==> src/rtl/signed_sort_pkg.sv <==
// Shared types and defaults for the signed block sorter.
`timescale 1ns/1ps
package signed_sort_pkg;

  typedef enum logic [1:0] {
    LOAD   = 2'd0,
    SORT   = 2'd1,
    UNLOAD = 2'd2
  } state_t;

  localparam int WIDTH_DEF = 4;
  localparam int DEPTH_DEF = 8;

  // Index width for a block of `depth` samples; never narrower than one bit.
  function automatic int idx_width(input int depth);
    return (depth > 1) ? $clog2(depth) : 1;
  endfunction

  localparam int IDX_W_DEF = idx_width(DEPTH_DEF);

endpackage

==> src/rtl/signed_cmp_unit.sv <==
// Combinational two's-complement magnitude comparator (gt/lt/eq of a versus b).
`timescale 1ns/1ps
module signed_cmp_unit #(
  parameter int WIDTH = 4
) (
  input  logic [WIDTH-1:0] a,
  input  logic [WIDTH-1:0] b,
  output logic             gt,
  output logic             lt,
  output logic             eq
);

  assign gt = $signed(a) >  $signed(b);
  assign lt = $signed(a) <  $signed(b);
  assign eq = (a == b);

endmodule

==> src/rtl/signed_sort_ctrl.sv <==
// Loads DEPTH signed samples, bubble-sorts them in place with one shared
// comparator, then streams them out. Optional macro: SORT_EARLY_EXIT_EN.
`timescale 1ns/1ps
module signed_sort_ctrl
  import signed_sort_pkg::*;
#(
  parameter int WIDTH = WIDTH_DEF,
  parameter int DEPTH = DEPTH_DEF
) (
  input  logic             clk,
  input  logic             rst_n,
  input  logic             descending,
  input  logic             in_valid,
  output logic             in_ready,
  input  logic [WIDTH-1:0] in_data,
  output logic             out_valid,
  input  logic             out_ready,
  output logic [WIDTH-1:0] out_data,
  output logic             out_last,
  output logic             busy
);

  localparam int            IW       = idx_width(DEPTH);
  localparam logic [IW-1:0] LAST_IDX = IW'(DEPTH - 1);
  localparam logic [IW-1:0] LAST_J   = IW'(DEPTH - 2);

  state_t           state, next_state;
  logic [IW-1:0]    wr_idx, rd_idx, j, pass;
  logic [IW-1:0]    jp1;
  logic             swap_flag, desc_q;
  logic [WIDTH-1:0] mem [DEPTH];
  logic [WIDTH-1:0] cmp_a, cmp_b;
  logic             gt, lt, eq;
  logic             do_swap, pass_end, sort_done;
  logic             in_fire, out_fire;

  assign jp1   = j + IW'(1);
  assign cmp_a = mem[j];
  assign cmp_b = mem[jp1];

  signed_cmp_unit #(.WIDTH(WIDTH)) u_cmp (
    .a  (cmp_a),
    .b  (cmp_b),
    .gt (gt),
    .lt (lt),
    .eq (eq)
  );

  // Equal pairs never swap, which keeps the sort stable.
  assign do_swap  = (state == SORT) && !eq && (desc_q ? lt : gt);
  assign pass_end = (j == LAST_J);

`ifdef SORT_EARLY_EXIT_EN
  // A pass with no swap (including this cycle's compare) means the block is ordered.
  assign sort_done = pass_end && ((pass == LAST_J) || !(swap_flag || do_swap));
`else
  assign sort_done = pass_end && (pass == LAST_J);
`endif

  assign in_fire  = (state == LOAD) && in_valid;
  assign out_fire = (state == UNLOAD) && out_ready;

  // NOTE: sequential state uses non-blocking assignments so every register
  // samples the pre-edge values, independent of block evaluation order.
  always_ff @(posedge clk or negedge rst_n) begin
    if (!rst_n) state <= LOAD;
    else        state <= next_state;
  end

  // NOTE: every output gets a default first so no path can infer a latch.
  always_comb begin
    next_state = state;
    in_ready   = 1'b0;
    out_valid  = 1'b0;
    out_data   = '0;
    out_last   = 1'b0;
    busy       = 1'b0;
    unique case (state)
      LOAD: begin
        in_ready = 1'b1;
        if (in_valid && (wr_idx == LAST_IDX)) next_state = SORT;
      end
      SORT: begin
        busy = 1'b1;
        if (sort_done) next_state = UNLOAD;
      end
      UNLOAD: begin
        out_valid = 1'b1;
        out_data  = mem[rd_idx];
        out_last  = (rd_idx == LAST_IDX);
        if (out_ready && out_last) next_state = LOAD;
      end
      default: next_state = LOAD;
    endcase
  end

  always_ff @(posedge clk or negedge rst_n) begin
    if (!rst_n) begin
      wr_idx    <= '0;
      rd_idx    <= '0;
      j         <= '0;
      pass      <= '0;
      swap_flag <= 1'b0;
      desc_q    <= 1'b0;
    end else begin
      if (in_fire) begin
        wr_idx <= wr_idx + IW'(1);
        if (wr_idx == LAST_IDX) begin
          desc_q    <= descending;
          j         <= '0;
          pass      <= '0;
          swap_flag <= 1'b0;
        end
      end
      if (state == SORT) begin
        if (pass_end) begin
          j         <= '0;
          pass      <= pass + IW'(1);
          swap_flag <= 1'b0;
        end else begin
          j <= jp1;
          if (do_swap) swap_flag <= 1'b1;
        end
      end
      if (out_fire) begin
        if (rd_idx == LAST_IDX) begin
          rd_idx <= '0;
          wr_idx <= '0;
        end else begin
          rd_idx <= rd_idx + IW'(1);
        end
      end
    end
  end

  // NOTE: sample storage has no reset; it is always rewritten before it is read.
  always_ff @(posedge clk) begin
    if (in_fire) begin
      mem[wr_idx] <= in_data;
    end else if (do_swap) begin
      mem[j]   <= cmp_b;
      mem[jp1] <= cmp_a;
    end
  end

endmodule

==> config.mk <==
export PLATFORM = sky130hd
export DESIGN_NAME = signed_sort_ctrl
export DESIGN_NICKNAME = d
export VERILOG_FILES = /design/src/rtl/signed_sort_pkg.sv /design/src/rtl/signed_cmp_unit.sv /design/src/rtl/signed_sort_ctrl.sv
export SDC_FILE = /design/constraint.sdc
export NUM_CORES = 1
export LEC_CHECK = 0
export CORE_ASPECT_RATIO = 0.7
export CORE_MARGIN = 5
export CORE_UTILIZATION = 45
export CTS_BUF_LIST = sky130_fd_sc_hd__clkbuf_4 sky130_fd_sc_hd__clkbuf_8 sky130_fd_sc_hd__clkbuf_16
export DETAILED_ROUTE_END_ITERATION = 8
export PLACE_DENSITY_LB_ADDON = 0.08
export SYNTH_ARGS = -nofsm -noshare
export SYNTH_HDL_FRONTEND = slang
export SYNTH_SLANG_ARGS = --single-unit
export TNS_END_PERCENT = 100
==> constraint.sdc <==
create_clock -name clk -period 5 [get_ports clk]
set_input_delay 0.5 -clock clk [delete_from_list [all_inputs] [get_ports clk]]
set_output_delay 0.5 -clock clk [all_outputs]
set_load 0.005 [all_outputs]
==> results by group <==
Status
  • Status: finished clean

Logic synthesis
  • Cell with the most instances after synthesis: mux2i_1
  • Synth top area share: 29.2%
  • Synth Instances: 278
  • Total number of yosys warnings: 0
  • Distinct cells, synth: 45
  • Post-synthesis net count: 299
  • Syn Area/Cell: 11.9 µm²
  • Yosys reg bits: 47
  • Main synth FF type: edfxtp_1
  • Synth area leader: edfxtp_1
  • Asr flop ratio synth: 31.9%
  • Cell Area, Synth: 3290 µm²
  • Post-synth EDFFs: 32
  • Top post-synthesis cells by area: edfxtp_1 29%, mux4_2 16%, mux2i_1 12%, dfrtp_1 11%, ha_1 4.6%
  • Synth cell count leaders: 38 x mux2i_1, 32 x edfxtp_1, 26 x o21ai_0
  • Sequential area share after synthesis: 40.6%

Drt
  • Max layer used: met4
  • TritonRoute pass-1 iters: 5
  • Vias: 2425
  • Via density: 6.05
  • Avg WL per Cell: 22.2 µm
  • M1 WL: 4480 µm
  • DRT iter0 DRCs: 198
  • Final ANT Viol Nets: 0
  • Final wirelength: 8920 µm
  • Met2 WL post-DR: 3680 µm
  • DR WL met3: 695 µm
  • DRC violations left: 0

Critical path
  • CP max FO: 20
  • R2R cell count: 11
  • Startpoint types: flop
  • CP endpoint: mem[5][1]$_DFFE_PP_
  • Worst Setup SP: j[0]$_DFFE_PN0P_
  • Critical path arrival: 4450 ps
  • Worst R2R End: mem[5][1]$_DFFE_PP_
  • Worst Path Required: 4970 ps
  • Crit end category: flop
  • Reg2reg setup slack: 520 ps
  • Reg2reg start: j[0]$_DFFE_PN0P_
  • WS Path Type: flop to flop

Timing
  • Final Skew: 8.71 ps
  • Slew HR: 48.3%
  • Final worst path period share: 89.7%
  • Worst Tran Pin Value: 753 ps
  • # setup viols final: 0
  • Final hold vios: 0
  • Unrepaired setup endpoints after global routing: no
  • Achievable Freq: 223 MHz
  • Final Critical Period: 4480 ps
  • Total negative setup slack: 0 ps
  • Count of final max-slew check failures: 0

Hold path
  • Class of the worst hold path: flop to flop
  • Hold path start: pass[2]$_DFF_PN0_

Clock network
  • CTS Hold Buffers Added: 0
  • Clock Sinks: 47
  • Clk Latency, worst-skew pair: 300 ps
  • H-tree Lvls: 2
  • CTS tree: yes
  • Clock root cell: clkbuf_8
  • Total CTS buffers: 5
  • Clk buf depth: 2
  • Clock slew at reported path FFs: 90 ps
  • Post-CTS Setup Bufs: 0
  • Post-CTS sizing: 0

Floorplanning
  • Row Count: 26
  • CORE AREA: 7220 µm²
  • DIE WIDTH: 112 µm
  • IO Count: 17
  • Die outline height: 81.6 µm
  • Initial Utilization: 45.6%
  • Full die area: 9160 µm²

Global route
  • First-pass GRT wire length: 14100 µm
  • Remaining Overflow, GRT: 0
  • Vias in the first global route: 2423
  • Pin count of the biggest net entering global routing: 21
  • Antenna violations before repair: 0
  • Global-route usage over all layers: 20.7%

Run
  • MaxCap Viol Count: 0

Placement
  • Buffers on Ports: 16
  • Dpl hpwl: 7030 µm
  • Routability cong.: 0.908

Finish
  • Final net count: 323
  • Fillers: 671
  • Syn-to-layout area delta: 12.2%
  • Diode count: 0
  • Reg area: 1340 µm²
  • Layout cells sized above 1: 20.5%
  • Footprint of the multi-input gates: 1840 µm²
worst max-delay path: stages (launching register included):
cell and delay [ps]:
dfrtp_1 360, buf_4 300, mux4_2 530, mux2i_1 620, inv_1 170, ha_1 390, mux2_4 350, a211oi_4 310
nor2_1 200, buf_4 200, nor3_2 430, o21bai_1 290
cell usage in the layout, fill, tap and decap left out, drive strengths merged, types with 2 or more instances in the layout:
master         count
nand3              8
a31oi              2
xnor2              2
nor2              17
buf               15
nand4              5
clkbuf             7
mux2               3
nor3               3
mux2i             38
and3               2
ha                12
a21oi             16
nand2             26
nand2b             4
nor2b              3
clkdlybuf4s50     16
and2               2
o21ai             28
o22ai              2
inv                6
edfxtp            32
mux4              24
o21bai             2
dfrtp             15
clkinv             3
through the flow:
stage	util, %	hold slack [ps]	setup slack (ps)	instances	instance area (µm²)
2_1_floorplan	-	204	1190	278	3290
3_3_place_gp	49.9	474	575	393	3610
3_5_place_dp	49.9	487	515	393	3610
4_1_cts	51.2	500	495	401	3690
5_1_grt	51.2	539	157	401	3690
6_report	51.2	511	517	401	3690
routing by layer:
| layer | GRT usage, % | vias to the layer above |
|---|---|---|
| li1 | - | 1117 |
| met1 | 31.7 | 1211 |
| met2 | 30.3 | 90 |
| met3 | 4.49 | 7 |
| met4 | 3.96 | 0 |
| met5 | 0 | - |
worst min-delay path by stage:
stage | to | slack, ps | cells after the start
final | pass[2]$_DFF_PN0_ | 510 | 1
after global routing | pass[0]$_DFF_PN0_ | 540 | 1
after CTS | pass[2]$_DFF_PN0_ | 500 | 1
after detailed placement | pass[2]$_DFF_PN0_ | 490 | 1
after global placement | pass[2]$_DFF_PN0_ | 470 | 1
after floorplan | desc_q$_DFFE_PN0P_ | 200 | 0
registers in the layout, indices dropped and copies added (netlist names):
register / count
pass: 3
rd_idx: 3
mem: 32
desc_q: 1
wr_idx: 3
j: 3
state: 2
final cells by class:
type,count,area share (%)
inverter,8,0.847
tap,98,3.32
multi-input combinational,209,49.9
sequential,47,36.2
clock buffer,7,2.27
clock inverter,1,0.135
timing repair buffer,31,7.38
logic make-up after synthesis:
family | Yosys count | synth area share (%)
mux | 65 | 29.1
buf+inv | 22 | 3.49
fa+ha+maj | 12 | 4.56
xor+xnor | 3 | 0.798
compound gates | 56 | 10.1
flops | 47 | 40.6
simple gates | 73 | 11.4
Power is left out: the tool's default activity adds up to more than one toggle a clock period on the data nets, which glitch-free logic cannot reach.
